$ cat src/rtl/sargantana_hpdc_pkg.sv
// Shared I$/HPDC address definitions: physical address and cache-line geometry.
package sargantana_hpdc_pkg;

    localparam int unsigned PADDR_W     = 40;
    localparam int unsigned LINE_OFF_W  = 6;
    localparam int unsigned LINE_ADDR_W = PADDR_W - LINE_OFF_W;

    typedef logic [LINE_ADDR_W-1:0] line_addr_t;

endpackage

$ cat src/rtl/icache_miss_fifo.sv
// Circular line-address FIFO with per-entry valid bits; invalidation clears
// matching non-head entries so the presented head never changes under the adapter.
module icache_miss_fifo #(
    parameter int unsigned Depth = 4,
    parameter int unsigned LineW = 34
) (
    input  logic             clk_i,
    input  logic             reset_l,
    input  logic             i_push,
    input  logic [LineW-1:0] i_push_line,
    input  logic             i_pop,
    input  logic             i_inval,
    input  logic [LineW-1:0] i_inval_line,
    output logic [LineW-1:0] o_head_line,
    output logic             o_head_vld,
    output logic [LineW-1:0] o_tail_line,
    output logic             o_tail_vld,
    output logic             o_empty,
    output logic             o_full
);

    localparam int unsigned PtrW = $clog2(Depth);
    localparam int unsigned CntW = PtrW + 1;

    logic [LineW-1:0] r_mem [Depth];
    logic [Depth-1:0] r_vld;
    logic [PtrW-1:0]  r_wr_ptr;
    logic [PtrW-1:0]  r_rd_ptr;
    logic [CntW-1:0]  r_cnt;
    logic [PtrW-1:0]  w_tail_ptr;

    always_ff @(posedge clk_i) begin
        if (i_push) begin
            r_mem[r_wr_ptr] <= i_push_line;
        end
    end

    // Push is applied after the invalidation sweep so a same-cycle enqueue stays valid.
    always_ff @(posedge clk_i or negedge reset_l) begin
        if (!reset_l) begin
            r_vld    <= '0;
            r_wr_ptr <= '0;
            r_rd_ptr <= '0;
            r_cnt    <= '0;
        end else begin
            if (i_inval) begin
                for (int i = 0; i < Depth; i++) begin
                    if ((PtrW'(i) != r_rd_ptr) && (r_mem[i] == i_inval_line)) begin
                        r_vld[i] <= 1'b0;
                    end
                end
            end
            if (i_push) begin
                r_vld[r_wr_ptr] <= 1'b1;
                r_wr_ptr        <= r_wr_ptr + PtrW'(1);
            end
            if (i_pop) begin
                r_rd_ptr <= r_rd_ptr + PtrW'(1);
            end
            r_cnt <= r_cnt + CntW'(i_push) - CntW'(i_pop);
        end
    end

    assign w_tail_ptr  = r_wr_ptr - PtrW'(1);
    assign o_head_line = r_mem[r_rd_ptr];
    assign o_head_vld  = r_vld[r_rd_ptr];
    assign o_tail_line = r_mem[w_tail_ptr];
    assign o_tail_vld  = r_vld[w_tail_ptr];
    assign o_empty     = (r_cnt == '0);
    assign o_full      = (r_cnt == CntW'(Depth));

endmodule

$ cat src/rtl/icache_miss_req_queue.sv
// I$ miss request queue: dedups, buffers and issues core misses to the L1.5
// adapter while bounding the number of unanswered misses.
module icache_miss_req_queue
    import sargantana_hpdc_pkg::*;
#(
    parameter int unsigned Depth          = 4,
    parameter int unsigned AddrWidth      = PADDR_W,
    parameter int unsigned LineOffW       = LINE_OFF_W,
    parameter int unsigned MaxOutstanding = 1
) (
    input  logic                                 clk_i,
    input  logic                                 reset_l,
    input  logic                                 core_miss_valid_i,
    input  logic [AddrWidth-1:0]                 core_miss_paddr_i,
    output logic                                 l15_miss_valid_o,
    input  logic                                 l15_miss_ready_i,
    output logic [AddrWidth-1:0]                 l15_miss_paddr_o,
    input  logic                                 l15_resp_valid_i,
    input  logic                                 inval_valid_i,
    input  logic [AddrWidth-1:0]                 inval_addr_i,
    output logic [$clog2(MaxOutstanding+1)-1:0]  outstanding_o,
    output logic                                 overflow_o,
    output logic [7:0]                           drop_cnt_o
);

    localparam int unsigned LineW = AddrWidth - LineOffW;
    localparam int unsigned OutW  = $clog2(MaxOutstanding + 1);

    logic [LineW-1:0] w_req_line;
    logic [LineW-1:0] w_head_line;
    logic [LineW-1:0] w_tail_line;
    logic             w_head_vld;
    logic             w_tail_vld;
    logic             w_empty;
    logic             w_full;
    logic             w_issue;
    logic             w_skip;
    logic             w_pop;
    logic             w_dup;
    logic             w_new;
    logic             w_push;
    logic             w_drop;
    logic             w_resp;

    logic [OutW-1:0]  r_outstanding;
    logic [LineW-1:0] r_inflight_line;
    logic             r_overflow;
    logic [7:0]       r_drop_cnt;

    assign w_req_line = core_miss_paddr_i[AddrWidth-1:LineOffW];

    icache_miss_fifo #(
        .Depth (Depth),
        .LineW (LineW)
    ) u_fifo (
        .clk_i        (clk_i),
        .reset_l      (reset_l),
        .i_push       (w_push),
        .i_push_line  (w_req_line),
        .i_pop        (w_pop),
        .i_inval      (inval_valid_i),
        .i_inval_line (inval_addr_i[AddrWidth-1:LineOffW]),
        .o_head_line  (w_head_line),
        .o_head_vld   (w_head_vld),
        .o_tail_line  (w_tail_line),
        .o_tail_vld   (w_tail_vld),
        .o_empty      (w_empty),
        .o_full       (w_full)
    );

    // Invalidated entries reaching the head retire silently, independent of credit.
    assign l15_miss_valid_o = !w_empty && w_head_vld && (r_outstanding < OutW'(MaxOutstanding));
    assign l15_miss_paddr_o = {w_head_line, {LineOffW{1'b0}}};
    assign w_issue          = l15_miss_valid_o && l15_miss_ready_i;
    assign w_skip           = !w_empty && !w_head_vld;
    assign w_pop            = w_issue || w_skip;

    assign w_dup  = (!w_empty && w_tail_vld && (w_tail_line == w_req_line)) ||
                    ((r_outstanding != '0) && (r_inflight_line == w_req_line));
    assign w_new  = core_miss_valid_i && !w_dup;
    assign w_push = w_new && (!w_full || w_pop);
    assign w_drop = w_new && w_full && !w_pop;
    assign w_resp = l15_resp_valid_i && (r_outstanding != '0);

    // Credit counter, in-flight line for dedup, and drop statistics.
    always_ff @(posedge clk_i or negedge reset_l) begin
        if (!reset_l) begin
            r_outstanding   <= '0;
            r_inflight_line <= '0;
            r_overflow      <= 1'b0;
            r_drop_cnt      <= '0;
        end else begin
            if (w_issue && !w_resp) begin
                r_outstanding <= r_outstanding + OutW'(1);
            end else if (!w_issue && w_resp) begin
                r_outstanding <= r_outstanding - OutW'(1);
            end
            if (w_issue) begin
                r_inflight_line <= w_head_line;
            end
            if (w_drop) begin
                r_overflow <= 1'b1;
                if (r_drop_cnt != 8'hFF) begin
                    r_drop_cnt <= r_drop_cnt + 8'd1;
                end
            end
        end
    end

    assign outstanding_o = r_outstanding;
    assign overflow_o    = r_overflow;
    assign drop_cnt_o    = r_drop_cnt;

endmodule

$ cat config.mk
export PLATFORM = sky130hd
export DESIGN_NAME = icache_miss_req_queue
export DESIGN_NICKNAME = d
export VERILOG_FILES = /design/src/rtl/sargantana_hpdc_pkg.sv /design/src/rtl/icache_miss_fifo.sv /design/src/rtl/icache_miss_req_queue.sv
export SDC_FILE = /design/constraint.sdc
export NUM_CORES = 1
export LEC_CHECK = 0
export ABC_AREA = 1
export ABC_CLOCK_PERIOD_IN_PS = 8900
export BUFFER_PORTS_ARGS = -buffer_cell sky130_fd_sc_hd__buf_4
export CORE_MARGIN = 2
export CORE_UTILIZATION = 64
export CTS_CLUSTER_DIAMETER = 30
export DETAILED_ROUTE_END_ITERATION = 6
export GPL_ROUTABILITY_DRIVEN = 0
export PLACE_DENSITY = 0.92
export SLEW_MARGIN = 20
export SYNTH_ARGS = -nofsm -noshare
export SYNTH_HDL_FRONTEND = slang
export SYNTH_SLANG_ARGS = --single-unit
$ cat constraint.sdc
create_clock -name clk_i -period 8.9 [get_ports clk_i]
set_input_delay 0.445 -clock clk_i [delete_from_list [all_inputs] [get_ports clk_i]]
set_output_delay 0.445 -clock clk_i [all_outputs]
set_load 0.1 [all_outputs]
==> results of run 1 <==
[cell usage after synthesis (5+ instances only)]
library cell / n / area, sq um
xnor2_1: 27 / 236
or2_2: 7 / 43.8
xor2_1: 57 / 499
nand3_1: 120 / 601
o21ai_0: 132 / 661
o22ai_1: 34 / 213
buf_2: 5 / 25.0
a21oi_1: 15 / 75.1
clkbuf_1: 26 / 97.6
buf_4: 15 / 113
ha_1: 12 / 150
a211oi_1: 18 / 135
nand4_1: 32 / 200
dfrtp_1: 55 / 1380
buf_6: 10 / 113
nor4_1: 6 / 37.5
inv_1: 107 / 402
nand3b_1: 6 / 45.0
nor3_1: 14 / 70.1
nand2_1: 446 / 1670
nor2_1: 150 / 563
o2111ai_1: 6 / 52.6
edfxtp_1: 136 / 4080
[path summary, 6_finish.rpt]
path                                            start                   to  slack [ns]  cells after the start
max in group asynchronous                     reset_l   u_fifo.r_wr_ptr[0]        8.27                      1
worst max register to register     u_fifo.r_wr_ptr[0]      u_fifo.r_cnt[2]        3.16                     22
worst min-delay path                          reset_l      u_fifo.r_cnt[0]        0.07                      1
worst max-delay path               u_fifo.r_wr_ptr[0]      u_fifo.r_cnt[2]        3.16                     22
min in group clk_i              core_miss_paddr_i[38]  u_fifo.r_mem[2][32]        0.22                      1
worst min register to register             overflow_o           overflow_o        0.48                      1
[cells by family (layout without fill, tap and decap cells)]
kind of cell               Yosys count  in the layout  synth area share (%)
xor gates and xnor gates            84             84                  6.27
and+or+nand+nor                    792            792                  28.4
AOI/OAI and AO/OA                  218            218                  10.6
other                                1              6                0.0319
DFF                                191            191                  46.5
adders and majority gates           13             13                  1.45
buffers and inverters              170            272                  6.79
[per-layer routing]
metal / vias up / wire (um) / part of all wire, %
li1: 5116 / - / -
met1: 5302 / 12500 / 33
met4: 0 / 2890 / 7.6
met2: 1098 / 17000 / 45
met3: 269 / 5440 / 14
met5: - / 0 / 0
[area by class of cell]
type                            count  area share, %
Clock buffer                       20           3.36
Inverter                          111           3.21
Clock inverter                     12          0.631
Sequential cell                   191           41.1
Timing Repair Buffer              129           7.84
Multi-Input combinational cell   1113           41.7
Tap cell                          229           2.16
[registers in the layout, summed over array words and instances (netlist names)]
register	cells
drop_cnt_o	8
outstanding_o	1
overflow_o	1
r_inflight_line	34
u_fifo.r_cnt	3
u_fifo.r_mem	136
u_fifo.r_rd_ptr	2
u_fifo.r_vld	4
u_fifo.r_wr_ptr	2
[metrics by stage]
step | utilization (%) | total power [uW] | std cells | hold slack (ns) | cell area, sq um
3_3_place_gp | 70.4 | 4630 | 1769 | 0.468 | 12600
5_1_grt | 73.9 | 5840 | 1805 | 0.108 | 13300
2_1_floorplan | - | 3950 | 1474 | 0.149 | 11800
4_1_cts | 73.9 | 5480 | 1805 | 0.0887 | 13300
3_5_place_dp | 71.0 | 4760 | 1773 | 0.466 | 12700
6_report | 73.9 | 5610 | 1805 | 0.0676 | 13300
[power by group through the flow]
| stage | Clock (uW) | Combinational (uW) | Sequential, uW |
|---|---|---|---|
| final | 716 | 3500 | 1390 |
| after floorplan | 0 | 2520 | 1430 |
| after global placement | 0 | 3250 | 1380 |
| after detailed placement | 0 | 3370 | 1390 |
| after CTS | 710 | 3400 | 1380 |
| after global routing | 748 | 3690 | 1400 |
[worst max-delay path: stages (launching register included)]
cell and delay (ns):
dfrtp_2 0.35, buf_4 0.71, inv_8 0.38, ha_1 0.77, buf_4 0.46, inv_4 0.31
nand3_1 0.26, nand2_1 0.09, nand2_1 0.14, nand2_1 0.07, nor2_1 0.08, nand2_1 0.06
nor2_1 0.10, nand3_1 0.13, nor2_2 0.22, nor2_4 0.10, nand2_4 0.22, ha_1 0.28
inv_1 0.06, ha_1 0.14, inv_1 0.06, fa_1 0.40, xnor2_1 0.18
==> impl_metrics.toml, run 1 <==
[status]
status = "finished with violations"
violations = "DRC"

[finish]
fin_nets = 1662
fillCellCount = 1231
area_delta_synth_final_pct = 13.1
layout_common_cells = "nand2_1 (446), nor2_1 (146), edfxtp_1 (136)"
layout_commonest_cell = "nand2_1"
seq_area_sq_um = 5460
n_antenna_cell = 0
multi_input_area_sq_um = 5530
drive_gt1_share_pct = 11.8

[power_and_ir_drop]
p_int_uw = 2400
leakagePower_uw = 0.00585
power_frac_clock_pct = 12.8
comb_power_share_pct = 62.4
p_sw_share_pct = 57.2
p_switching_uw = 3210
seq_power_share_pct = 24.8
p_per_area_nw_per_um2 = 422
peakVddDrop_mv = 0.392

[place]
place_hpwl_um = 25900
dp_slack_ns = 3.42
port_buffers = 118

[global_routing]
grt_util_met2_pct = 59.9
grt_pass1_vias = 11200
antenna_found_initial = 0
busiest_layer = "met2"
grt_usage_pct = 39.1
use_met1_pct = 48.9
grt_util_met3_pct = 10.6
grt_start_max_net_pins = 76
grt_overflow_total = 0
grt_pass1_wl_um = 58900

[die]
fp.dieArea_sq_um = 19400
die_x_um = 139
die_h_um = 139
core-area_sq_um = 18000
num_rows = 49
initial_core_util_pct = 65.3
ios = 137

[timing]
finalWorstSetupSlack_ns = 3.16
finClkSkew_ns = 0.0129
hold_viol = 0
fmaxAchievable_ghz = 0.174
finalSetupViolations = 0
maxSlewViolCount = 0
slew_headroom_pct = 31.0
rsz0062_at_grt = "false"
fin_crit_ns = 5.74
min_period_over_period_pct = 64.5
worst_pin_slew_ns = 1.03
setup_tns_ns = 0

[route]
wirelength_um = 37900
postRouteAntennaNets = 0
vias = 11800
drc = 30
dr.pass1.iters = 7
vias_per_cell = 6.53
drt_iter0_markers = 2101
wl_per_cell_um = 21.0

[critical_path]
crit_type = "flop to flop"
end_kind = "flop"
required_ns = 9.27
arrival_ns = 6.11
startpoint_type = "flop"
cp_max_fo = 75

[cts]
cts_resized = 0
numCtsBuffers = 17
clk_pin_slew_ns = 0.07
tritoncts = "done"
clock_path_buffers = 2
root_buffer = "clkbuf_16"
clk_latency_ns = 0.45
cts_hold_buf = 0
cts.sinks = 191
cts_setup_buffers = 0
htreeDepth = 4

[synthesis]
synthFlopType = "edfxtp_1"
synth_enable_flop_cells = 136
yosysSeqAreaShare_pct = 46.5
synth_area_sq_um = 11700
synth_warnings = 0
avgSynthCellArea_sq_um = 7.99
async_flop_share_pct = 28.8
synthCells = 1469
synth-seq-cells = 191
yosysUniqueCellTypes = 44

[flow_run]
cap_violations = 0

[hold_path]
hp-class = "primary input to asynchronous set/reset pin"
No activity file was read; power rests on OpenSTA's default activity.
==> inputs of run 2 (changes only) <==
--- a/config.mk
+++ b/config.mk
@@ -5,15 +5,15 @@
 export SDC_FILE = /design/constraint.sdc
 export NUM_CORES = 1
 export LEC_CHECK = 0
-export ABC_AREA = 1
-export ABC_CLOCK_PERIOD_IN_PS = 8900
+export ABC_AREA = 0
+export ABC_CLOCK_PERIOD_IN_PS = 5300
 export BUFFER_PORTS_ARGS = -buffer_cell sky130_fd_sc_hd__buf_4
 export CORE_MARGIN = 2
-export CORE_UTILIZATION = 64
+export CORE_UTILIZATION = 59
 export CTS_CLUSTER_DIAMETER = 30
 export DETAILED_ROUTE_END_ITERATION = 6
 export GPL_ROUTABILITY_DRIVEN = 0
-export PLACE_DENSITY = 0.92
+export PLACE_DENSITY = 0.87
 export SLEW_MARGIN = 20
 export SYNTH_ARGS = -nofsm -noshare
 export SYNTH_HDL_FRONTEND = slang
==> constraint.sdc (replaced) <==
create_clock -name clk_i -period 5.3 [get_ports clk_i]
set_input_delay 0.265 -clock clk_i [delete_from_list [all_inputs] [get_ports clk_i]]
set_output_delay 0.265 -clock clk_i [all_outputs]
set_load 0.1 [all_outputs]
==> impl_metrics.toml, run 2 <==
[status]
status = "finished, final reports clean"

[power_and_ir_drop]
power_uw = 8390
p_int_uw = 4390
p_per_area_nw_per_um2 = 682
p_switching_uw = 4000
peakVddDrop_mv = 0.944
leakagePower_uw = 0.00453
power_frac_clock_pct = 14.9
p_sw_share_pct = 47.7
comb_power_share_pct = 57.1
seq_power_share_pct = 28.0

[place]
port_buffers = 118
place_hpwl_um = 20600
dp.cells = 1044
dp_slack_ns = 0.616
place_area_sq_um = 11700

[die]
num_rows = 49
fp.dieArea_sq_um = 19100
initial_core_util_pct = 59.7
die_h_um = 138
ios = 137
die_x_um = 138
core-area_sq_um = 17800

[critical_path]
end_kind = "flop"
path_common_cell = "inv_1"
required_ns = 5.67
cpMaxStageDelayCell = "ha_2"
cp_max_fo = 20
arrival_ns = 5.25
cp_cell_sequence = "inv_1 -> ha_2 -> buf_12 -> mux4_2 -> xnor2_1 -> nand4_1 -> nor4_1 -> buf_4 -> o2111ai_2 -> buf_4 -> and2_4 -> inv_1 -> ha_1 -> inv_1 -> ha_1 -> inv_1 -> fa_1 -> xnor2_1 -> xnor2_1"
crit_type = "flop to flop"
worst_path_largest_cell_delay_ns = 0.78
startpoint_type = "flop"

[finish]
largest_reg_flops = 136
stdcell_count = 1077
fillCellCount = 1194
largest_register = "u_fifo.r_mem"
layout_commonest_cell = "edfxtp_1"
fin_nets = 934
final_area_sq_um = 12300
n_antenna_cell = 0
layout_common_cells = "edfxtp_1 (136), buf_4 (129), xor2_1 (107)"
drive_gt1_share_pct = 31.7
area_delta_synth_final_pct = 16.0

[global_routing]
grt_pass1_vias = 7148
antenna_found_initial = 0
grt_overflow_total = 0
grt_start_max_net_pins = 56
grt_usage_pct = 31.1
grt_pass1_wl_um = 44100

[synthesis]
synth_area_sq_um = 10600
synthCells = 714
synthTopCellsByCount = "edfxtp_1 (136), xor2_1 (107), xnor2_1 (104)"
synth_enable_flop_cells = 136
synthFlopType = "edfxtp_1"
post-synth-top-count-cell = "edfxtp_1"
synth_area_leaders = "edfxtp_1 (38%), mux4_2 (13%), dfrtp_1 (13%), xor2_1 (8.8%), xnor2_1 (8.6%)"
yosysSeqAreaShare_pct = 51.4
avgSynthCellArea_sq_um = 14.9
yosysTopAreaCell = "edfxtp_1"
async_flop_share_pct = 28.8
synth-seq-cells = 191
synth_top_cell_area_share_pct = 38.5
synth_warnings = 0
yosysUniqueCellTypes = 48

[route]
vias = 7150
drt_iter0_markers = 954
vias_per_cell = 6.64
wirelength_um = 29500
wl_per_cell_um = 27.4
postRouteAntennaNets = 0
drc = 0
dr.pass1.iters = 5

[timing]
finalSetupViolations = 0
finClkSkew_ns = 0.0129
rsz0062_at_grt = "false"
finalWorstSetupSlack_ns = 0.413
slew_headroom_pct = 43.8
hold_viol = 0
min_period_over_period_pct = 92.2
maxSlewViolCount = 0
setup_tns_ns = 0
fin_crit_ns = 4.89
fmaxAchievable_ghz = 0.205
worst_pin_slew_ns = 0.843

[cts]
clock_path_buffers = 2
cts_setup_buffers = 0
root_buffer = "clkbuf_16"
clk_latency_ns = 0.45
cts.sinks = 191
numCtsBuffers = 17
tritoncts = "done"
htreeDepth = 4
clk_pin_slew_ns = 0.07

[flow_run]
cap_violations = 0

[hold_path]
hp-class = "primary input to flop"
==> run 2: cell count changes after synthesis, moves of 37 or more <==
| cell | previous run | this run |
|---|---|---|
| mux2_2 | 0 | 37 |
| xnor2_1 | 27 | 104 |
| nor2_1 | 150 | 4 |
| xor2_1 | 57 | 107 |
| nand3_1 | 120 | 7 |
| o21ai_0 | 132 | 0 |
| inv_1 | 107 | 10 |
| mux4_2 | 0 | 62 |
| nand2_1 | 446 | 4 |
==> run 2: critical path, delay by kind of cell, from the launching register on <==
kind	cells	cell delay (ns)
DFF	1	0.39
xor gates and xnor gates	3	0.63
AOI/OAI and AO/OA	1	0.12
adders and majority gates	4	1.54
muxes	1	0.32
buffers and inverters	7	0.95
and+or+nand+nor	3	0.81
==> run 2: repair_timing <==
item                                   4_1_cts  5_1_grt
endpoints found under the hold margin       55        0
hold buffers                                 1        0
resized for setup                            0        0
==> run 2: worst paths after layout <==
| path | slack, ns | from | to | depth (start not counted) |
|---|---|---|---|---|
| setup / recovery | 0.41 | u_fifo.r_wr_ptr[1] | u_fifo.r_cnt[2] | 19 |
| hold / removal | 0.05 | core_miss_paddr_i[12] | u_fifo.r_mem[0][6] | 1 |
| setup reg to reg | 0.41 | u_fifo.r_wr_ptr[1] | u_fifo.r_cnt[2] | 19 |
| hold reg to reg | 0.48 | overflow_o | overflow_o | 1 |
| max in group asynchronous | 4.24 | reset_l | u_fifo.r_rd_ptr[0] | 2 |
| min in group asynchronous | 0.47 | reset_l | r_inflight_line[5] | 2 |
==> run 2: metal layers <==
metal,part of all wire [%],track usage [%],wire length (um)
met1,37,42.3,10900
met3,11,7.66,3290
met4,4.0,13.2,1190
met5,0,0,0
met2,48,48.7,14100
==> run 2: stage by stage <==
step | utilization (%) | hold WS [ns]
final | 69.2 | 0.0504
after global routing | 69.2 | 0.0524
after CTS | 69.2 | 0.0464
after detailed placement | 66.0 | 0.409
after global placement | 66.0 | 0.394
after floorplan | - | -0.0306
==> run 2: cells by family (layout without fill, tap and decap cells) <==
family | count (synthesis) | count (layout) | share of synthesized area, %
other cells | 1 | 6 | 0.0353
mux | 120 | 120 | 19.1
compound gates | 22 | 22 | 1.74
xor+xnor | 211 | 211 | 17.4
buf+inv | 45 | 174 | 2.17
simple gates | 111 | 111 | 6.53
flops | 191 | 191 | 51.4
fa+ha+maj | 13 | 13 | 1.60
==> run 2: area by class of cell <==
class / count / area [sq um] / area share (%)
inverters: 11 / 41.3 / 0.335
clock inverters: 7 / 43.8 / 0.356
clock buffers: 25 / 528 / 4.29
well taps: 229 / 287 / 2.33
multi-input cells: 483 / 4950 / 40.2
flip-flops and latches: 191 / 5460 / 44.4
repair buffers: 131 / 998 / 8.11
==> run 2: power by group through the flow <==
| stage | registers (uW) | logic, uW | clock network [uW] |
|---|---|---|---|
| after floorplan | 2420 | 3530 | 0 |
| after global placement | 2320 | 4680 | 0 |
| after detailed placement | 2360 | 4730 | 0 |
| after CTS | 2340 | 4770 | 1250 |
| after global routing | 2380 | 4970 | 1310 |
| final | 2350 | 4790 | 1250 |
